File: config.mk
export PLATFORM = sky130hd
export DESIGN_NAME = hazard_forward_detect_unit
export DESIGN_NICKNAME = d
export VERILOG_FILES = /design/src/rtl/pipe_ctrl_pkg.sv /design/src/rtl/fwd_reg_match.sv /design/src/rtl/hazard_forward_detect_unit.sv
export SDC_FILE = /design/constraint.sdc
export NUM_CORES = 1
export LEC_CHECK = 0
export CORE_ASPECT_RATIO = 2
export CORE_MARGIN = 2
export CORE_UTILIZATION = 43
export CTS_BUF_LIST = sky130_fd_sc_hd__clkbuf_4 sky130_fd_sc_hd__clkbuf_8 sky130_fd_sc_hd__clkbuf_16
export DETAILED_ROUTE_END_ITERATION = 16
export PLACE_DENSITY = 0.71
export RECOVER_POWER = 100
export SLEW_MARGIN = 5
export SYNTH_ARGS = -nofsm -noshare
export SYNTH_HDL_FRONTEND = slang
export SYNTH_SLANG_ARGS = --single-unit
File: constraint.sdc
create_clock -name clk -period 4.5 [get_ports clk]
set_clock_uncertainty 0.2 [all_clocks]
set_input_delay 0.9 -clock clk [delete_from_list [all_inputs] [get_ports clk]]
set_output_delay 0.9 -clock clk [all_outputs]
set_load 0.1 [all_outputs]
File: src/rtl/pipe_ctrl_pkg.sv
// rtl/pipe_ctrl_pkg.sv - shared types and helpers for the pipeline hazard/forward control slice
package pipe_ctrl_pkg;

  localparam int REG_ADDR_W = 5;
  localparam int FWD_OP1    = 0;
  localparam int FWD_OP2    = 1;

  typedef enum logic {
    IDLE,
    MULDIV
  } state_t;

  typedef struct packed {
    logic                  valid;
    logic [REG_ADDR_W-1:0] rd;
    logic                  we;
    logic                  is_load;
  } shadow_entry_t;

  function automatic int cnt_width(input int cycles);
    return $clog2(cycles + 1);
  endfunction

  // x0 is hardwired zero, so an entry targeting it never produces a forwardable value
  function automatic logic entry_writes(input shadow_entry_t e, input logic [REG_ADDR_W-1:0] r);
    return e.valid & e.we & (e.rd == r) & (e.rd != '0);
  endfunction

endpackage

File: src/rtl/fwd_reg_match.sv
// rtl/fwd_reg_match.sv - flags when a shadow entry produces a source register the ID instruction reads
module fwd_reg_match
  import pipe_ctrl_pkg::*;
(
  input  shadow_entry_t         entry,
  input  logic [REG_ADDR_W-1:0] rs_addr,
  input  logic                  rs_used,
  output logic                  match
);

  assign match = rs_used & entry_writes(entry, rs_addr);

endmodule

File: src/rtl/hazard_forward_detect_unit.sv
// rtl/hazard_forward_detect_unit.sv - tracks in-flight destinations, registers forward enables into ID/EX,
// and raises stall/bubble/hold for load-use and multicycle MUL/DIV hazards
module hazard_forward_detect_unit #(
  parameter int REG_ADDR_W    = 5,
  parameter int MULDIV_CYCLES = 4
) (
  input  logic                  clk,
  input  logic                  reset_n,
  input  logic                  id_valid,
  input  logic [REG_ADDR_W-1:0] id_rs1_addr,
  input  logic [REG_ADDR_W-1:0] id_rs2_addr,
  input  logic                  id_rs1_used,
  input  logic                  id_rs2_used,
  input  logic [REG_ADDR_W-1:0] id_rd_addr,
  input  logic                  id_reg_write_en,
  input  logic                  id_mem_read,
  input  logic                  id_muldiv,
  input  logic                  flush,
  output logic [1:0]            mem_forward_en,
  output logic [1:0]            wb_forward_en,
  output logic                  stall,
  output logic                  bubble,
  output logic                  ex_hold
);
  import pipe_ctrl_pkg::*;

  localparam int CNT_W = cnt_width(MULDIV_CYCLES);

  // No WB shadow is kept: the register file is write-before-read, so WB producers never need forwarding
  shadow_entry_t ex_entry, mem_entry, ex_next, mem_next, id_entry, ex_load_entry;
  state_t        state, state_next;
  logic [CNT_W-1:0] cnt, cnt_next;
  logic [1:0]    mem_fwd_next, wb_fwd_next;
  logic [1:0]    ex_match, mem_match, load_match;
  logic [1:0]    rs_used;
  logic [REG_ADDR_W-1:0] rs_addr [2];
  logic          id_live, busy, load_hazard;

  assign id_live = id_valid & ~flush;
  assign id_entry = '{valid: id_live, rd: id_rd_addr, we: id_reg_write_en, is_load: id_mem_read};
  assign ex_load_entry = '{valid: ex_entry.valid & ex_entry.is_load, rd: ex_entry.rd,
                           we: ex_entry.we, is_load: ex_entry.is_load};

  assign rs_addr[FWD_OP1] = id_rs1_addr;
  assign rs_addr[FWD_OP2] = id_rs2_addr;
  assign rs_used[FWD_OP1] = id_rs1_used;
  assign rs_used[FWD_OP2] = id_rs2_used;

  for (genvar n = 0; n < 2; n++) begin : g_op
    fwd_reg_match u_ex_match (
      .entry(ex_entry), .rs_addr(rs_addr[n]), .rs_used(rs_used[n]), .match(ex_match[n])
    );
    fwd_reg_match u_mem_match (
      .entry(mem_entry), .rs_addr(rs_addr[n]), .rs_used(rs_used[n]), .match(mem_match[n])
    );
    fwd_reg_match u_load_match (
      .entry(ex_load_entry), .rs_addr(rs_addr[n]), .rs_used(rs_used[n]), .match(load_match[n])
    );
  end

  assign busy        = (state == MULDIV) && (cnt != '0);
  assign load_hazard = id_live & (|load_match);

  // Held low during reset so the pipeline sees no spurious stall/bubble while registers are cleared
  assign stall   = reset_n & (busy | load_hazard);
  assign ex_hold = reset_n & busy;
  assign bubble  = reset_n & ~busy & (load_hazard | flush | ~id_valid);

  always_comb begin
    ex_next      = ex_entry;
    mem_next     = mem_entry;
    state_next   = state;
    cnt_next     = cnt;
    mem_fwd_next = 2'b00;
    wb_fwd_next  = 2'b00;
    if (busy) begin
      mem_next = '0;
      cnt_next = cnt - 1'b1;
      if (cnt == CNT_W'(1)) state_next = IDLE;
    end else if (load_hazard) begin
      ex_next  = '0;
      mem_next = ex_entry;
    end else begin
      ex_next    = id_entry;
      mem_next   = ex_entry;
      state_next = IDLE;
      if (id_live) begin
        mem_fwd_next = ex_match;
        wb_fwd_next  = mem_match & ~ex_match;
        if (id_muldiv && (MULDIV_CYCLES > 1)) begin
          state_next = MULDIV;
          cnt_next   = CNT_W'(MULDIV_CYCLES - 1);
        end
      end
    end
  end

  always_ff @(posedge clk or negedge reset_n) begin
    if (!reset_n) begin
      ex_entry       <= '0;
      mem_entry      <= '0;
      state          <= IDLE;
      cnt            <= '0;
      mem_forward_en <= 2'b00;
      wb_forward_en  <= 2'b00;
    end else begin
      ex_entry       <= ex_next;
      mem_entry      <= mem_next;
      state          <= state_next;
      cnt            <= cnt_next;
      mem_forward_en <= mem_fwd_next;
      wb_forward_en  <= wb_fwd_next;
    end
  end

endmodule

==> metrics.cfg <==
[timing]
post-route-period-util_pct = 91.5
setup_viol = 0
slew_viol_final = 0
whs_ps = 346
setup_slack_ps = 384
relSlewSlack_pct = 34.8
hold_viol = 0
setup_tns_ps = 0
tightest_slew_ps = 974
min_period_ps = 4120
rsz0062_at_grt = false
max_freq_mhz = 243

[place]
dp_slack_ps = 511
gp_congestion = 0.875
place_hpwl_mm = 2.45
io_buffers = 30
dp_cells = 179

[clock_network]
postCtsSetupBuffers = 0
cts_buffers = 3
clk_latency_ps = 270
post_cts_resized = 0
clk_pin_slew_ps = 90
htreeDepth = 1
ctsHoldBuffers = 0
clkSinkCount = 23
clk_path_buf_depth = 2
cts-root-buf = clkbuf_8
cts_tree = done

[power_and_ir_drop]
intPower_mw = 0.539
p_per_area_mw_per_mm2 = 569
p_clk_share_pct = 14.2
p_sw_mw = 0.392
switching_share_pct = 42.1
combPwrFrac_pct = 45.7
power.leakage_nw = 0.707
seq_power_share_pct = 40.1
ir_worst_vdd_mv = 0.317

[finish]
multi_input_area_um2 = 627
final.fill_count = 236
fin_cells = 183
areaGrowthSynthToFinish_pct = 31.7
nets = 182
diodes = 0
seqCellArea_um2 = 576
final_layout_size_suffix_gt1_share_pct = 5.19
final_util_pct = 59.8

[route]
wl_per_cell_um = 16.4
route.detailed.drc = 0
vias_per_cell = 5.67
first_pass_iters = 4
wirelength_mm = 3.01
via_count = 1037
drtAntennaViolNets = 0
drt_iter0_markers = 22

[logic_synthesis]
synth_top_area_share_pct = 46.3
synth_fp_nets = 146
ys.flop_type = dfrtp_1
postSynth.asyncResetShare_pct = 100
synth.area.top_cells = dfrtp_1 (46%), xnor2_1 (9.2%), a22o_1 (5.6%)
synth_top_cell_by_area = dfrtp_1
syn_area_per_cell_um2 = 10.4
synth_common_cells = dfrtp_1 (23), xnor2_1 (13), a22o_1 (8), and2_1 (8), xor2_1 (8)
synth_edf_count = 0
synth-seq-cells = 23
synth_cells = 119
yosysWarnings = 0
yosysMostFrequentCell = dfrtp_1
netlist_area_mm2 = 0.00124
ys_seq_area_share_pct = 46.3
synth.distinct_cells = 31

[grt]
grt_pass1_vias = 1121
overflow = 0
grt_max_degree = 15
grt_usage_pct = 19.3
antenna_found_initial = 0
grt_pass1_wl_mm = 4.87

[floorplan]
die_area_mm2 = 0.00336
ioPinCount = 31
die_h_um = 80.0
placementRows = 27
core_area_mm2 = 0.00274
start_util_pct = 45.4
die_x_um = 42.0

[worst_setup_path]
crit_required_ps = 3400
critical_path.max_fanout = 7
start_kind = input port
critPathCaptureType = output port
cp.arrival_ps = 3020
crit_type = input port to output port

[run_status]
status = finished clean

[min_path]
hold_class = flop to flop

[flow_run]
maxCapViolations = 0

## cell type report
type / count / area share, %
Clock buffer: 3 / 2.52
Clock inverter: 1 / 0.459
Inverter: 5 / 1.15
Multi-Input combinational cell: 89 / 38.3
Sequential cell: 23 / 35.2
Tap cell: 29 / 2.22
Timing Repair Buffer: 33 / 20.2
## power by group through the flow
stage                     clock network [mW]  logic, mW  registers, mW
after floorplan                            0      0.317          0.348
after global placement                     0      0.432          0.376
after detailed placement                   0      0.449          0.377
after CTS                              0.133      0.449          0.373
after global routing                   0.143      0.468          0.385
final                                  0.132      0.426          0.373
## metal layers
| layer | up-vias | part of all wire (%) | track usage, % |
|---|---|---|---|
| met5 | - | 0 | 0 |
| met4 | 0 | 2.3 | 8.75 |
| met3 | 7 | 3.3 | 2.49 |
| met2 | 29 | 60 | 39.2 |
| met1 | 505 | 35 | 18.2 |
| li1 | 496 | - | - |
## metrics by stage
step,power [mW],instance area (um^2)
floorplan,0.666,1240
global placement,0.808,1620
detailed placement,0.825,1620
CTS,0.956,1670
global route,0.996,1640
finish,0.931,1640
## cell families after synthesis
group / after synthesis / synth area share (%)
AO/OA/AOI/OAI: 26 / 16.0
XOR/XNOR: 21 / 14.8
adder cells (fa/ha/maj): 3 / 3.02
buffers and inverters: 7 / 2.12
flip-flops: 23 / 46.3
AND/OR/NAND/NOR: 39 / 17.7
## state kept, by name, indices dropped and copies added, names as in the netlist
signal and flops:
cnt 3, ex_entry 8, mem_entry 7, mem_forward_en 2
state 1, wb_forward_en 2
## cell usage in the layout, fill, tap and decap left out, drive strengths merged, types with 2 or more instances in the layout
cell type,n
clkbuf,6
buf,3
nor2,4
a22o,8
xnor2,13
nand4,2
ha,3
nor4,2
and2,9
nand2,6
xor2,8
nor3,2
nor4bb,2
a21oi,7
nor2b,2
nand3,6
o21ai,3
inv,5
a41o,2
clkdlybuf4s50,20
dfrtp,23
dlygate4sd3,7
## worst paths after layout
kind                                end  slack [ps]  cells past startpoint            from
setup reg to reg            ex_entry[5]        1910                      5     ex_entry[3]
max in group asynchronous         state        2210                      2         reset_n
hold / removal             mem_entry[1]         350                      1     ex_entry[1]
setup / recovery                 bubble         380                      7  id_rs1_addr[0]
hold reg to reg            mem_entry[1]         350                      1     ex_entry[1]
min in group asynchronous   ex_entry[1]         870                      1         reset_n
## critical path, stage by stage
cell           delay (ps)
dlygate4sd3_1         580
xnor2_1               150
nand4_1               180
o22ai_1               310
nand2_1               230
a21oi_1               190
clkbuf_2              470
(Power assumes the default switching activity.)
